`config.mk`:
```
export PLATFORM = sky130hd
export DESIGN_NAME = i2s_rx_tdm
export DESIGN_NICKNAME = d
export VERILOG_FILES = /design/src/rtl/i2s_rx_tdm.sv
export SDC_FILE = /design/constraint.sdc
export NUM_CORES = 1
export LEC_CHECK = 0
export ABC_CLOCK_PERIOD_IN_PS = 8090
export CAP_MARGIN = 20
export CORE_ASPECT_RATIO = 1.75
export CORE_MARGIN = 2
export CORE_UTILIZATION = 40
export CTS_BUF_LIST = sky130_fd_sc_hd__clkbuf_8
export CTS_CLUSTER_SIZE = 30
export DETAILED_ROUTE_END_ITERATION = 16
export GPL_TIMING_DRIVEN = 0
export SLEW_MARGIN = 5
export SYNTH_ARGS = -nofsm -noshare
export SYNTH_HDL_FRONTEND = slang
export SYNTH_SLANG_ARGS = --single-unit
```
`constraint.sdc`:
```
create_clock -name ck -period 8.09 [get_ports ck]
set_input_delay 2.0225 -clock ck [delete_from_list [all_inputs] [get_ports ck]]
set_output_delay 2.0225 -clock ck [all_outputs]
set_load 0.02 [all_outputs]
```
`src/rtl/i2s_rx_tdm.sv`:
```
// i2s_rx_tdm
//
// Multi-line I2S / TDM receiver. LINES serial data pins share one bit clock
// (qualified here by the one-cycle 'sample' strobe) and one word select
// (represented by 'frame_posn'). Every frame yields 2*LINES channel words.
// The frame is buffered and streamed out over valid/ready in the order
// L0,R0,L1,R1,... If a frame completes while the previous one is still
// being drained, the new frame is discarded and 'overrun' is set.
//
// Parameters:
//   BITS   sample width, 8..24
//   CLOCKS bit clocks per frame, 32 or 64
//   LINES  number of data pins, 1..8
//   OFFSET bit delay after the word-select edge (1 = I2S, 0 = left-justified);
//          OFFSET+BITS must not exceed CLOCKS/2
//
// Ports:
//   ck, rst      system clock, synchronous active-high reset
//   sample       strobe; sd and frame_posn are used only when high
//   frame_posn   bit position within the frame
//   sd           serial data, bit n = line n
//   out_data     channel word
//   out_chan     channel index = 2*line + (1 for right)
//   out_valid    out_data/out_chan valid
//   out_last     final channel of the frame
//   out_ready    downstream accept
//   overrun      sticky frame-dropped flag
//   clr_overrun  clears overrun (a coincident drop wins)
//   out_frame    (I2S_RX_FRAMECOUNT_EN only) frame sequence number,
//                counts every right capture, dropped ones included
//
// Optional feature macro: I2S_RX_FRAMECOUNT_EN

module i2s_rx_tdm #(
  parameter int unsigned BITS   = 16,
  parameter int unsigned CLOCKS = 64,
  parameter int unsigned LINES  = 4,
  parameter int unsigned OFFSET = 1
) (
  input  logic             ck,
  input  logic             rst,
  input  logic             sample,
  input  logic [5:0]       frame_posn,
  input  logic [LINES-1:0] sd,
  output logic [BITS-1:0]  out_data,
  output logic [3:0]       out_chan,
  output logic             out_valid,
  output logic             out_last,
  input  logic             out_ready,
  output logic             overrun,
  input  logic             clr_overrun
`ifdef I2S_RX_FRAMECOUNT_EN
  ,
  output logic [15:0]      out_frame
`endif
);

  localparam int unsigned NCH      = 2 * LINES;
  localparam logic [5:0]  MASK     = (CLOCKS == 64) ? 6'h3F : 6'h1F;
  localparam logic [5:0]  EOW_L    = MASK & 6'(OFFSET + BITS);
  localparam logic [5:0]  EOW_R    = MASK & 6'(OFFSET + BITS + CLOCKS / 2);
  localparam logic [3:0]  LAST_IDX = 4'(NCH - 1);

  typedef enum logic {
    BUF_EMPTY,
    BUF_FULL
  } buf_state_t;

  buf_state_t      state;
  logic [BITS-1:0] shreg      [LINES];
  logic [BITS-1:0] left_stage [LINES];
  logic [BITS-1:0] frame_buf  [NCH];
  logic [3:0]      idx;

  logic [5:0]      frame;
  logic            cap_l;
  logic            cap_r;
  logic            hs;
  logic            last_hs;
  logic            buf_free;
  logic            load;
  logic            drop;
  logic [3:0]      idx_nxt;
  logic [BITS-1:0] next_word;

  always_comb begin
    frame    = frame_posn & MASK;
    cap_l    = sample && (frame == EOW_L);
    cap_r    = sample && (frame == EOW_R);
    hs       = out_valid && out_ready;
    last_hs  = hs && (idx == LAST_IDX);
    // The buffer counts as free when the last word leaves on this very edge,
    // so a coincident frame completion reloads instead of dropping.
    buf_free = (state == BUF_EMPTY) || last_hs;
    load     = cap_r && buf_free;
    drop     = cap_r && !buf_free;
    idx_nxt  = idx + 4'd1;
    next_word = '0;
    for (int unsigned i = 0; i < NCH; i++) begin
      if (4'(i) == idx_nxt) next_word = frame_buf[i];
    end
  end

  always_ff @(posedge ck) begin
    if (rst) begin
      for (int unsigned n = 0; n < LINES; n++) begin
        shreg[n]      <= '0;
        left_stage[n] <= '0;
      end
      for (int unsigned i = 0; i < NCH; i++) begin
        frame_buf[i] <= '0;
      end
      state     <= BUF_EMPTY;
      idx       <= '0;
      out_data  <= '0;
      out_chan  <= '0;
      out_valid <= 1'b0;
      out_last  <= 1'b0;
      overrun   <= 1'b0;
    end else begin
      if (sample) begin
        for (int unsigned n = 0; n < LINES; n++) begin
          shreg[n] <= {shreg[n][BITS-2:0], sd[n]};
        end
      end

      // Captures use the pre-shift register contents: at the end-of-word
      // position the register holds exactly the BITS bits just received.
      if (cap_l) begin
        for (int unsigned n = 0; n < LINES; n++) begin
          left_stage[n] <= shreg[n];
        end
      end

      if (load) begin
        for (int unsigned n = 0; n < LINES; n++) begin
          frame_buf[2*n]   <= left_stage[n];
          frame_buf[2*n+1] <= shreg[n];
        end
        state     <= BUF_FULL;
        idx       <= '0;
        out_valid <= 1'b1;
        out_chan  <= '0;
        out_data  <= left_stage[0];
        out_last  <= 1'b0;
      end else if (last_hs) begin
        state     <= BUF_EMPTY;
        idx       <= '0;
        out_valid <= 1'b0;
        out_chan  <= '0;
        out_last  <= 1'b0;
      end else if (hs) begin
        idx      <= idx_nxt;
        out_chan <= idx_nxt;
        out_data <= next_word;
        out_last <= (idx_nxt == LAST_IDX);
      end

      if (drop) begin
        overrun <= 1'b1;
      end else if (clr_overrun) begin
        overrun <= 1'b0;
      end
    end
  end

`ifdef I2S_RX_FRAMECOUNT_EN
  logic [15:0] frame_cnt;

  // out_frame carries the count including the capture that loads the buffer.
  always_ff @(posedge ck) begin
    if (rst) begin
      frame_cnt <= '0;
      out_frame <= '0;
    end else begin
      if (cap_r) frame_cnt <= frame_cnt + 16'd1;
      if (load)  out_frame <= frame_cnt + 16'd1;
    end
  end
`endif

endmodule

```
==> impl_metrics.toml <==
[run_status]
status = "finished clean"

[routing]
drt_pre_antenna_iters = 5
wire_per_inst_um = 21.2
vias_per_cell = 5.07
ant_nets = 0
vias = 6579
first_iter_violations = 427
drt_wl_total_mm = 27.5
drc_errors = 0

[synthesis]
syn_nets = 827
syn_inst = 807
yosys_warnings = 0
async_flop_share_pct = 0
ys_types = 51
synth_edf_count = 256
syn_area_um2 = 11600
synth.avg_cell_area_um2 = 14.4
ys_seq_elements = 279
ys_seq_area_share_pct = 70.2
synth_ff_type = "edfxtp_1"

[floorplan]
initial_core_util_pct = 40.5
die_area_um2 = 30400
pin_count = 38
fp.dieW_um = 133
die_h_um = 229
core_um2 = 28600
row_count = 82

[cts]
tritoncts = "done"
postCtsResizedCells = 0
cts.sinks = 279
cts_hold_buf = 0
root_buffer = "clkbuf_8"
cts_max_level = 2
cts_max_path_buffers = 3
clk_pin_slew_worst_paths_ns = 0.06
cts_buffers = 40
post-cts-setup-buffers = 0
clk_latency_ns = 0.54

[sta]
hold_viol = 0
fmax_mhz = 203
slew_headroom_pct = 55.8
tightest_slew_ns = 0.662
min_period_ns = 4.93
slew_viol_final = 0
period_share_pct = 61.0
setup_viol = 0
rsz0062_at_grt = "false"
skew_ns = 0.0226
finalSetupTns_ns = 0

[pwr]
p_per_area_nw_per_um2 = 211
p_leak_nw = 4.79
ir_drop_mv = 0.105

[setup_path]
end_kind = "flip-flop"
critPathRequiredTime_ns = 8.29
cp.arrival_ns = 5.13
worst-path-buf-inv = 6
rrSetupSlack_ns = 4.95
cp-startpoint = "rst"
crit_path_start_kind = "input pin"
crit_cells = 7
r2r_end = "frame_buf[1][4]"
crit_end = "frame_buf[1][4]"
regToRegStartpoint = "out_chan[0]"
ff2ff_path_depth = 8
crit_slowest_cell = "clkdlybuf4s50_1"
setup.worst_path.class = "in2reg"
cp_max_fo = 56
max_stage_delay_ns = 0.70
crit_family = "buffers and inverters"
cp_cell_sequence = "clkdlybuf4s50_1 -> clkbuf_1 -> clkinv_1 -> clkbuf_1 -> nand2_4 -> buf_16 -> buf_16"

[placed_design]
port_buffers = 37
hpwl_mm = 19.7
place_inst = 1226
routabilityCongestion = 0.843

[global_routing]
grt_pass1_vias = 6953
antenna_found_initial = 2
grt.overflow.total = 0
grt_max_degree = 57
grtUsageTotal_pct = 18.5
grt_pass1_wl_mm = 41.9

[final_layout]
instances_no_fill = 1298
mostFrequentLayoutCells = "edfxtp_1 (256), and2_1 (210), nor2b_1 (52)"
final_common_cell = "edfxtp_1"
fin_nets = 910
area_delta_synth_final_pct = 14.7
drive_gt1_share_pct = 11.4
fillers = 2500

[job]
max-cap-violations = 0

[min_path]
whs_path_depth = 2
hold_class = "reg2reg"
==> metal layers <==
metal / part of all wire [%] / vias to the layer above / GRT usage (%)
met5: 0 / - / 0
met4: 5.7 / 0 / 10.7
met3: 3.6 / 61 / 2.63
met2: 53 / 179 / 34.1
met1: 38 / 3202 / 20.0
li1: - / 3137 / -
==> stage by stage <==
| step | hold slack [ns] | worst slack [ns] | util, % | area, um2 | total power [mW] |
|---|---|---|---|---|---|
| CTS | 0.453 | 3.20 | 46.5 | 13300 | 2.83 |
| global route | 0.483 | 3.01 | 46.5 | 13300 | 2.90 |
| floorplan | 0.485 | 2.04 | - | 11600 | 1.73 |
| finish | 0.454 | 3.16 | 46.5 | 13300 | 2.81 |
| detailed placement | 0.445 | 2.63 | 43.9 | 12600 | 1.79 |
| global placement | 0.444 | -0.364 | 43.5 | 12400 | 1.79 |
==> cell type report <==
| cell class | count | area (um2) | area share [%] |
|---|---|---|---|
| flip-flops and latches | 279 | 8150 | 61.2 |
| multi-input cells | 467 | 3190 | 24.0 |
| clock buffers | 41 | 564 | 4.24 |
| well taps | 378 | 473 | 3.56 |
| repair buffers | 41 | 465 | 3.50 |
| plain buffers | 53 | 248 | 1.86 |
| clock inverters | 29 | 176 | 1.33 |
| inverters | 8 | 30.0 | 0.226 |
| diodes | 2 | 5.00 | 0.0376 |
==> cells in the mapped netlist (all sizes together), types with 15 or more instances <==
cell | n | area [um2]
a22o | 15 | 131
a211oi | 28 | 295
dfxtp | 23 | 460
nand2 | 28 | 110
clkbuf | 37 | 145
o22ai | 18 | 113
nor2b | 52 | 325
o221ai | 15 | 131
edfxtp | 256 | 7690
buf | 16 | 103
and2 | 210 | 1310
a22oi | 15 | 113
a221o | 15 | 150
o21ai | 19 | 98.9
==> kinds of logic (layout without fill, tap and decap cells) <==
| group | after synthesis | count (layout) | synth area share, % |
|---|---|---|---|
| xor gates and xnor gates | 3 | 3 | 0.227 |
| other | 0 | 2 | 0 |
| DFF | 279 | 279 | 70.2 |
| adders and majority gates | 5 | 5 | 0.539 |
| AOI/OAI and AO/OA | 144 | 144 | 10.3 |
| and+or+nand+nor | 315 | 315 | 16.3 |
| buffers and inverters | 61 | 172 | 2.39 |
==> worst min path at each step <==
| stage | from | end | slack (ns) |
|---|---|---|---|
| CTS | out_last | out_last | 0.45 |
| global route | out_last | out_last | 0.48 |
| floorplan | frame_buf[0][52] | out_data[4] | 0.49 |
| global placement | out_last | out_last | 0.44 |
| finish | out_last | out_last | 0.45 |
| detailed placement | out_last | out_last | 0.45 |
==> worst register-to-register path, cell delays in order, from the launching register on <==
cell	delay [ns]
dfxtp_1	0.49
ha_1	0.34
nand2_2	0.15
o31ai_4	0.26
nand2_2	0.23
buf_2	0.28
nand2_4	0.40
buf_16	0.30
buf_16	0.31
==> sequential cells by signal, indices dropped and copies added (netlist names) <==
register / cells
shreg: 64
overrun: 1
out_chan: 4
out_data: 16
out_valid: 1
left_stage: 64
out_last: 1
frame_buf: 128
==> where the power goes <==
| part | switching, mW | total [mW] | internal (mW) |
|---|---|---|---|
| sequential | 0.0260 | 1.66 | 1.63 |
| combinational | 0.0624 | 0.0966 | 0.0342 |
| clock | 0.514 | 1.05 | 0.537 |
| total | 0.602 | 2.81 | 2.20 |
Note: power is estimated with default switching activity, not from simulation.
